===== config.mk =====
export PLATFORM = sky130hd
export DESIGN_NAME = xbar_port_requester
export DESIGN_NICKNAME = d
export VERILOG_FILES = /design/src/rtl/xbar_pkg.sv /design/src/rtl/xbar_sat_counter.sv /design/src/rtl/xbar_port_requester.sv
export SDC_FILE = /design/constraint.sdc
export NUM_CORES = 1
export LEC_CHECK = 0
export ABC_AREA = 0
export CAP_MARGIN = 10
export CORE_ASPECT_RATIO = 1.75
export CORE_MARGIN = 4
export CORE_UTILIZATION = 40
export CTS_BUF_LIST = sky130_fd_sc_hd__clkbuf_8
export CTS_CLUSTER_SIZE = 30
export DETAILED_ROUTE_END_ITERATION = 16
export PLACE_DENSITY_LB_ADDON = 0.2
export SLEW_MARGIN = 20
export SYNTH_ARGS = -nofsm -noshare
export SYNTH_HDL_FRONTEND = slang
export SYNTH_HIERARCHICAL = 1
export SYNTH_SLANG_ARGS = --single-unit

===== constraint.sdc =====
create_clock -name clk_i -period 2.85 [get_ports clk_i]
set_clock_uncertainty 0.05 [all_clocks]
set_input_delay 0.4275 -clock clk_i [delete_from_list [all_inputs] [get_ports clk_i]]
set_output_delay 0.4275 -clock clk_i [all_outputs]
set_load 0.01 [all_outputs]

===== src/rtl/xbar_pkg.sv =====
// Shared types and helpers for the crossbar input-port requester.
package xbar_pkg;

  // Requester life cycle of one frame.
  typedef enum logic [2:0] {
    IDLE,
    REQ,
    XFER,
    GAP,
    DROP
  } xbar_req_state_e;

  // Default geometry of a crossbar port.
  localparam int P_PORTS  = 3;
  localparam int P_DATA_W = 8;
  localparam int P_CNT_W  = 16;

  // True when exactly one bit is set. Port vectors are zero-extended into
  // a 32-bit word, so crossbars up to 32 ports are covered.
  function automatic logic onehot(input logic [31:0] v);
    return (v != 32'd0) && ((v & (v - 32'd1)) == 32'd0);
  endfunction

endpackage


===== src/rtl/xbar_sat_counter.sv =====
// Saturating up-counter for requester statistics; clr_ni clears it on a clock edge.
module xbar_sat_counter #(
  parameter int P_CNT_W = 16
) (
  input  logic               clk_i,
  input  logic               clr_ni,
  input  logic               inc_i,
  output logic [P_CNT_W-1:0] cnt_o
);

  logic [P_CNT_W-1:0] cnt_q;

  // Count up on inc_i and stick at all-ones.
  always_ff @(posedge clk_i) begin
    if (!clr_ni) begin
      cnt_q <= '0;
    end else if (inc_i && (cnt_q != {P_CNT_W{1'b1}})) begin
      cnt_q <= cnt_q + 1'b1;
    end
  end

  assign cnt_o = cnt_q;

endmodule


===== src/rtl/xbar_port_requester.sv =====
// Crossbar input-port front end: decodes the frame destination, requests the
// matching output arbiter for the whole frame, streams beats while granted
// and releases the request for one cycle after the last beat.
module xbar_port_requester #(
  parameter int P_PORTS   = xbar_pkg::P_PORTS,
  parameter int P_DATA_W  = xbar_pkg::P_DATA_W,
  parameter int P_TIMEOUT = 256,
  parameter int P_CNT_W   = xbar_pkg::P_CNT_W
) (
  input  logic                clk_i,
  input  logic                rst_ni,
  input  logic                in_valid_i,
  output logic                in_ready_o,
  input  logic [P_DATA_W-1:0] in_data_i,
  input  logic                in_last_i,
  input  logic [P_PORTS-1:0]  in_dest_i,
  output logic [P_PORTS-1:0]  request_o,
  input  logic [P_PORTS-1:0]  grant_i,
  output logic                xbar_valid_o,
  input  logic                xbar_ready_i,
  output logic [P_DATA_W-1:0] xbar_data_o,
  output logic                xbar_last_o,
  output logic [P_PORTS-1:0]  xbar_sel_o,
  output logic                drop_o,
  output logic                grant_lost_o,
  output logic [P_CNT_W-1:0]  fwd_cnt_o,
  output logic [P_CNT_W-1:0]  drop_cnt_o
);

  import xbar_pkg::*;

  // Watchdog only needs to reach P_TIMEOUT-1; keep at least one bit so the
  // disabled configuration still elaborates.
  localparam int WD_W = (P_TIMEOUT > 0) ? $clog2(P_TIMEOUT + 1) : 1;
  localparam logic [WD_W-1:0] WD_LAST = WD_W'(P_TIMEOUT - 1);

  xbar_req_state_e   state_q, state_d;
  logic [P_PORTS-1:0] dest_q, dest_d;
  logic [P_PORTS-1:0] request_q, request_d;
  logic [WD_W-1:0]    wd_q, wd_d;
  logic               granted_q, granted_d;
  logic               granted;
  logic               fwd_inc;

  assign granted = |(grant_i & dest_q);

  // Next-state decode plus the handshake and pulse outputs of each state.
  always_comb begin
    state_d      = state_q;
    dest_d       = dest_q;
    wd_d         = wd_q;
    in_ready_o   = 1'b0;
    xbar_valid_o = 1'b0;
    drop_o       = 1'b0;
    grant_lost_o = 1'b0;
    fwd_inc      = 1'b0;
    case (state_q)
      // GAP already spent its one idle request cycle, so it decodes a
      // waiting head beat exactly like IDLE; this keeps back-to-back frames
      // separated by a single low request cycle.
      IDLE, GAP: begin
        state_d = IDLE;
        if (in_valid_i) begin
          dest_d = in_dest_i;
          if (onehot(32'(in_dest_i))) begin
            state_d = REQ;
            wd_d    = '0;
          end else begin
            state_d = DROP;
            drop_o  = 1'b1;
          end
        end
      end
      REQ: begin
        if (P_TIMEOUT != 0) begin
          wd_d = wd_q + 1'b1;
        end
        if (granted) begin
          state_d = XFER;
        end else if ((P_TIMEOUT != 0) && (wd_q == WD_LAST)) begin
          state_d = DROP;
          drop_o  = 1'b1;
        end
      end
      XFER: begin
        xbar_valid_o = in_valid_i & granted;
        in_ready_o   = xbar_ready_i & granted;
        grant_lost_o = granted_q & ~granted;
        if (in_valid_i && in_ready_o && in_last_i) begin
          state_d = GAP;
          fwd_inc = 1'b1;
        end
      end
      DROP: begin
        in_ready_o = 1'b1;
        if (in_valid_i && in_last_i) begin
          state_d = IDLE;
        end
      end
      default: state_d = IDLE;
    endcase
  end

  // Registered request follows the next state so it is glitch-free into the
  // arbiters; grant history is seeded high on entry because the entering
  // cycle was itself granted.
  always_comb begin
    request_d = ((state_d == REQ) || (state_d == XFER)) ? dest_d : '0;
    granted_d = (state_q == XFER) ? granted : 1'b1;
  end

  // State, destination, watchdog and request registers.
  always_ff @(posedge clk_i) begin
    if (!rst_ni) begin
      state_q   <= IDLE;
      dest_q    <= '0;
      wd_q      <= '0;
      request_q <= '0;
      granted_q <= 1'b0;
    end else begin
      state_q   <= state_d;
      dest_q    <= dest_d;
      wd_q      <= wd_d;
      request_q <= request_d;
      granted_q <= granted_d;
    end
  end

  assign request_o   = request_q;
  assign xbar_data_o = in_data_i;
  assign xbar_last_o = in_last_i;
  assign xbar_sel_o  = (state_q == XFER) ? dest_q : '0;

  xbar_sat_counter #(.P_CNT_W(P_CNT_W)) u_fwd_cnt (
    .clk_i  (clk_i),
    .clr_ni (rst_ni),
    .inc_i  (fwd_inc),
    .cnt_o  (fwd_cnt_o)
  );

  // Every entry into DROP is announced by drop_o, so it doubles as the increment.
  xbar_sat_counter #(.P_CNT_W(P_CNT_W)) u_drop_cnt (
    .clk_i  (clk_i),
    .clr_ni (rst_ni),
    .inc_i  (drop_o),
    .cnt_o  (drop_cnt_o)
  );

endmodule


Word level (Yosys, flattened, before mapping). Index checks and enable logic that the tools add are counted.

Flip-flop bits (word level): 51. Bits in latches: 0. Memory bits (writable): 0. Bits in read-only memories: 0. Bits of input ports: 19. Output and inout port bits: 51. Memories: 0.

Add/subtract/negate cells: 4. Multipliers: 0. Div/mod/pow operators: 0. Order comparisons: 0. Equality and inequality tests: 11. Shift operators: 0. Muxes and demuxes: 24. Bitwise logic cells: 6. Reductions and logical operators: 15.

Operators with widths (count): 16-bit by 1-bit adder with 16-bit output (second input constant) (2); 3-bit by 32-bit AND with 32-bit output (1); 32-bit logical NOT (1); 16-bit != test (second input constant) (2); 3-bit 2-to-1 mux (9); 9-bit 2-to-1 mux (2); 9-bit case mux with 2 select lines (1); 3-bit case mux with 4 select lines (1); 9-bit by 1-bit adder with 9-bit output (second input constant) (1); 3-bit by 2-bit == test with 1-bit output (second input constant) (3); 9-bit by 8-bit == test with 1-bit output (second input constant) (1); 1-bit 2-to-1 mux (9); 3-bit by 1-bit == test with 1-bit output (second input constant) (2); 1-bit logical AND (6); 2-bit != test (second input constant) (2); 1-bit case mux with 2 select lines (2); 3-bit by 1-bit subtractor with 4-bit output (second input constant) (1); 1-bit AND (3); 3-bit AND (1); 3-bit == test (second input constant) (1); 3-bit logical NOT (1); 3-bit AND reduction (1); 3-bit nonzero test (1); 3-bit OR reduction (1); 5 further kinds (5).

Longest topological paths before layout.
Depth after elaboration: 10. Mapped depth: 10.

By module. Netlist, hierarchy kept.

By module, submodules not included: xbar_sat_counter (times used 2, cells each 97, area each 837.1 um^2); xbar_port_requester (times used 1, cells each 118, area each 1044.8 um^2).

Worst setup path after synthesis. Ideal clock, no wire load.

Path type: in2reg. Start: in grant_i[0]. End: reg u_drop_cnt.cnt_q[7] (netlist: u_drop_cnt/cnt_o[7]). Setup time: 71 ps. Data arrival time: 2224 ps. Slack: 506 ps. Stages on the path: 7. Buffers on the path: 1. Path through: a222oi_1 -> buf_2 -> nand3_1 -> o21ai_1 -> nand2_1 -> or4_1 -> a21oi_1.

Longest elaborated chain between the ends: 5.

Ends and longest elaborated chain: from (decl) (RTL line xbar_port_requester.sv:18) `input logic [P_PORTS-1:0] grant_i,`; 3-bit AND (RTL line xbar_port_requester.sv:45) `assign granted = |(grant_i & dest_q);`; 3-bit OR reduction (RTL line xbar_port_requester.sv:45); 1-bit 2-to-1 mux (RTL line xbar_port_requester.sv:78) `if (granted) begin`; 1-bit case mux with 2 select lines (RTL line xbar_port_requester.sv:57) `case (state_q)`; via drop_o (RTL line xbar_port_requester.sv:24) `output logic drop_o,`; 1-bit logical AND (RTL line xbar_sat_counter.sv:17) `end else if (inc_i && (cnt_q != {P_CNT_W{1'b1}})) begin`; to (signal assigned) (RTL line xbar_sat_counter.sv:18) `cnt_q <= cnt_q + 1'b1;`; to (decl) (RTL line xbar_sat_counter.sv:11) `logic [P_CNT_W-1:0] cnt_q;`.

The timed path passes the listed nets, and every way through them passes these cells. A chain may end at the register's enable or synchronous reset.

Worst setup path in the final report.
Start: in grant_i[0]. End: out grant_lost_o.

Longest elaborated chain between the ends: 5.

Ends and longest elaborated chain: 3-bit AND (RTL line xbar_port_requester.sv:45); 3-bit OR reduction (RTL line xbar_port_requester.sv:45); 1-bit inverter (RTL line xbar_port_requester.sv:88) `grant_lost_o = granted_q & ~granted;`; 1-bit AND (RTL line xbar_port_requester.sv:88); 1-bit 2-to-1 mux (RTL line xbar_port_requester.sv:57); to (decl) (RTL line xbar_port_requester.sv:25) `output logic grant_lost_o,`.

No other way between the ends.

==> flow_summary.yaml <==
global_routing:
  grt_usage: 0.157
  grt-ovfl-total: 0
  grt_pass1_vias: 2393
  antenna_found_initial: 0
  grt_max_degree: 19
  grt_pass1_wl_um: 10800
yosys:
  avgSynthCellArea_um2: 8.71
  synth_edf_count: 0
  ys_ff_latch: 51
  synthFlopType: "dfxtp_1"
  yosysUniqueCellTypes: 47
  yosysSeqAreaShare: 0.376
  yosys_warnings: 6
  synth_area_um2: 2720
  synthArstFlopShare: 0
  syn-num-nets: 335
  syn-instance-count: 312
layout:
  fin_nets: 387
  fin_area_um2: 3410
  final_core_util: 0.517
  n_antenna_cell: 0
  area_delta_synth_final_pct: 25.3
  fillerInstances: 637
  layout-drive-gt1-share: 0.0849
  instances_no_fill: 447
clock_network:
  cts_tree: "built"
  cts_setup_buffers: 0
  postCtsHoldBufs: 0
  cts-root-buf: "clkbuf_8"
  clk_pin_slew_ns: 0.09
  worstSkewPairLatency_ns: 0.30
  clock-sinks: 51
  cts_inserted_buffers: 5
  cts_buffer_depth: 2
  cts.htree.levels: 2
  cts_resized: 0
worst_setup_path:
  crit_start: "grant_i[0]"
  crit_buf_inv: 3
  r2r-start: "wd_q[0]$_SDFFE_PN0P_"
  slowest_delay_ns: 0.54
  cpMaxStageDelayCell: "clkdlybuf4s50_1"
  crit_type: "input pin to primary output"
  crit_family: "buffers and inverters"
  crit_top_cell: "clkdlybuf4s50_1"
  end_kind: "primary output"
  path_cells: "clkdlybuf4s50_1, a222oi_1, buf_4, and3_1, clkdlybuf4s50_1"
  critPathRequiredTime_ns: 2.37
  critPathMaxFanout: 8
  startpoint_type: "input pin"
  critPathArrivalTime_ns: 2.18
run:
  maxCapViolations: 0
floorplan:
  die_w_um: 70.3
  dieArea_um2: 8230
  core_um2: 6590
  die_y_um: 117
  io_pins: 70
  start_util: 0.413
  core.rowCount: 39
drt:
  drc_errors: 0
  wl_per_cell_um: 14.2
  vias: 2480
  vias_per_cell: 5.55
  ant_nets: 0
  drtIter0Drc: 153
  totalWireLength_um: 6330
  first_pass_iters: 4
worst_hold_path:
  hp-class: "flop to flop"
  hold_start: "wd_q[8]$_SDFFE_PN0P_"
timing:
  worst_pin_slew_ns: 0.636
  hold_viol: 0
  period_minus_slack_ns: 2.66
  finalSetupViolations: 0
  setup_tns_ns: 0
  period_share: 0.933
  holdWs_ns: 0.421
  fmax_mhz: 376
  relSlewSlack: 0.574
  maxSlewViolCount: 0
  rsz0062_at_grt: "no"
  setup_slack_ns: 0.190
pwr:
  power_mw: 1.33
  irDropWorstVdd_mv: 0.302
  p_sw_uw: 321
  power_density_nw_per_um2: 390
  clkPwrFrac: 0.344
  swShare: 0.241
  power_frac_seq: 0.556
  p_leak_nw: 1.12
  p_int_mw: 1.01
  combinationalPowerShare: 0.100
placement:
  dp_hpwl_um: 4720
  placed_area_um2: 3300
  gp_congestion: 0.805
  place_inst: 439
  place_worst_setup_slack_ns: 0.134
  portBuffers: 53
outcome:
  outcome: "finished clean"
==> synthesized netlist by cell type, drive strengths merged, types with 2 or more instances <==
cell type | n | area [um2]
nor4 | 8 | 62.6
nor2b | 4 | 25.0
ha | 4 | 50.1
o211a | 3 | 30.0
or3 | 6 | 47.5
and2 | 3 | 18.8
nand3 | 19 | 95.1
nor3b | 8 | 75.1
nand2b | 4 | 25.0
inv | 10 | 37.5
o31ai | 10 | 75.1
nor2 | 24 | 90.1
nand4 | 11 | 98.8
o311ai | 2 | 17.5
a21oi | 20 | 104
nor3 | 7 | 45.0
or4 | 10 | 75.1
nand3b | 4 | 30.0
o41ai | 2 | 17.5
o21a | 2 | 15.0
mux2i | 9 | 90.1
dfxtp | 51 | 1020
nand2 | 25 | 93.8
and4 | 6 | 52.6
o21ai | 15 | 75.1
xnor2 | 7 | 61.3
nor4bb | 2 | 20.0
and3 | 2 | 12.5
clkbuf | 3 | 11.3
xor2 | 6 | 52.6
a21boi | 2 | 15.0
o211ai | 2 | 15.0
buf | 16 | 120
==> final cells by class <==
class | instances | area [um2] | share of cell area
clock inverter | 1 | 7.51 | 0.00220
tap | 82 | 103 | 0.0301
clock buffer | 7 | 96.3 | 0.0283
timing repair buffer | 64 | 613 | 0.180
sequential | 51 | 1020 | 0.300
multi-input combinational | 232 | 1530 | 0.449
inverter | 10 | 37.5 | 0.0110
==> flip-flops by register name, summed over array words and instances (netlist names) <==
signal / count
u_drop_cnt/cnt_o: 16
u_fwd_cnt/cnt_o: 16
wd_q: 9
dest_q: 3
request_o: 3
state_q: 3
granted_q: 1
==> worst reg2reg max path, stage by stage, from the launching register on <==
cell and delay [ns]:
dfxtp_1 0.38, ha_1 0.25, nand3_1 0.10, nor2_1 0.11, ha_1 0.22, nand3_1 0.08
o21ai_1 0.14, buf_4 0.19, nand2_1 0.20, or4_1 0.52, a21oi_1 0.16
==> kinds of logic after synthesis <==
group,count (synthesis),synth area share
AOI/OAI and AO/OA,61,0.144
xor gates and xnor gates,13,0.0419
adders and majority gates,4,0.0184
buffers and inverters,29,0.0621
DFF,51,0.376
muxes,9,0.0331
and+or+nand+nor,145,0.325
==> routing by layer <==
metal	vias up	global-route usage	wire, um
met5	-	0	0
met4	0	0.0614	108
met3	11	0.0299	177
met2	50	0.291	3320
met1	1168	0.177	2720
li1	1251	-	-
==> power groups by stage <==
stage               Combinational, mW  Sequential, mW  Clock [mW]
finish                          0.133           0.739       0.458
global route                    0.145           0.741       0.498
CTS                             0.134           0.740       0.478
detailed placement              0.133           0.756           0
global placement                0.131           0.757           0
floorplan                      0.0934           0.752           0
==> worst paths after layout <==
kind,endpoint,cells after the start,slack [ns]
worst max-delay path,grant_lost_o,5,0.19
worst max register to register,u_drop_cnt/cnt_o[13]$_SDFFE_PN0P_,10,0.38
worst min-delay path,wd_q[8]$_SDFFE_PN0P_,2,0.42
worst min register to register,wd_q[8]$_SDFFE_PN0P_,2,0.42
==> placed cells by master, fill, tap and decap left out, types with 4 or more instances in the layout <==
cell type | netlist | final
o31ai_1 | 10 | 10
nor2b_1 | 4 | 4
nand2b_1 | 4 | 4
xnor2_1 | 7 | 7
nand3_1 | 19 | 19
nand4_1 | 9 | 9
o21ai_1 | 5 | 5
nor3b_1 | 5 | 5
and4_1 | 6 | 6
dfxtp_1 | 51 | 51
nor2_1 | 24 | 24
or4_1 | 10 | 10
clkdlybuf4s50_1 | 0 | 53
nor3_1 | 5 | 5
ha_1 | 4 | 4
a21oi_1 | 19 | 19
nand2_1 | 25 | 25
clkbuf_8 | 0 | 7
o21ai_0 | 10 | 10
inv_1 | 10 | 10
nand3b_1 | 4 | 4
xor2_1 | 6 | 6
mux2i_1 | 9 | 9
buf_4 | 11 | 11
or3_1 | 4 | 4
nor4_1 | 6 | 6
No activity file was read; power rests on OpenSTA's default activity.
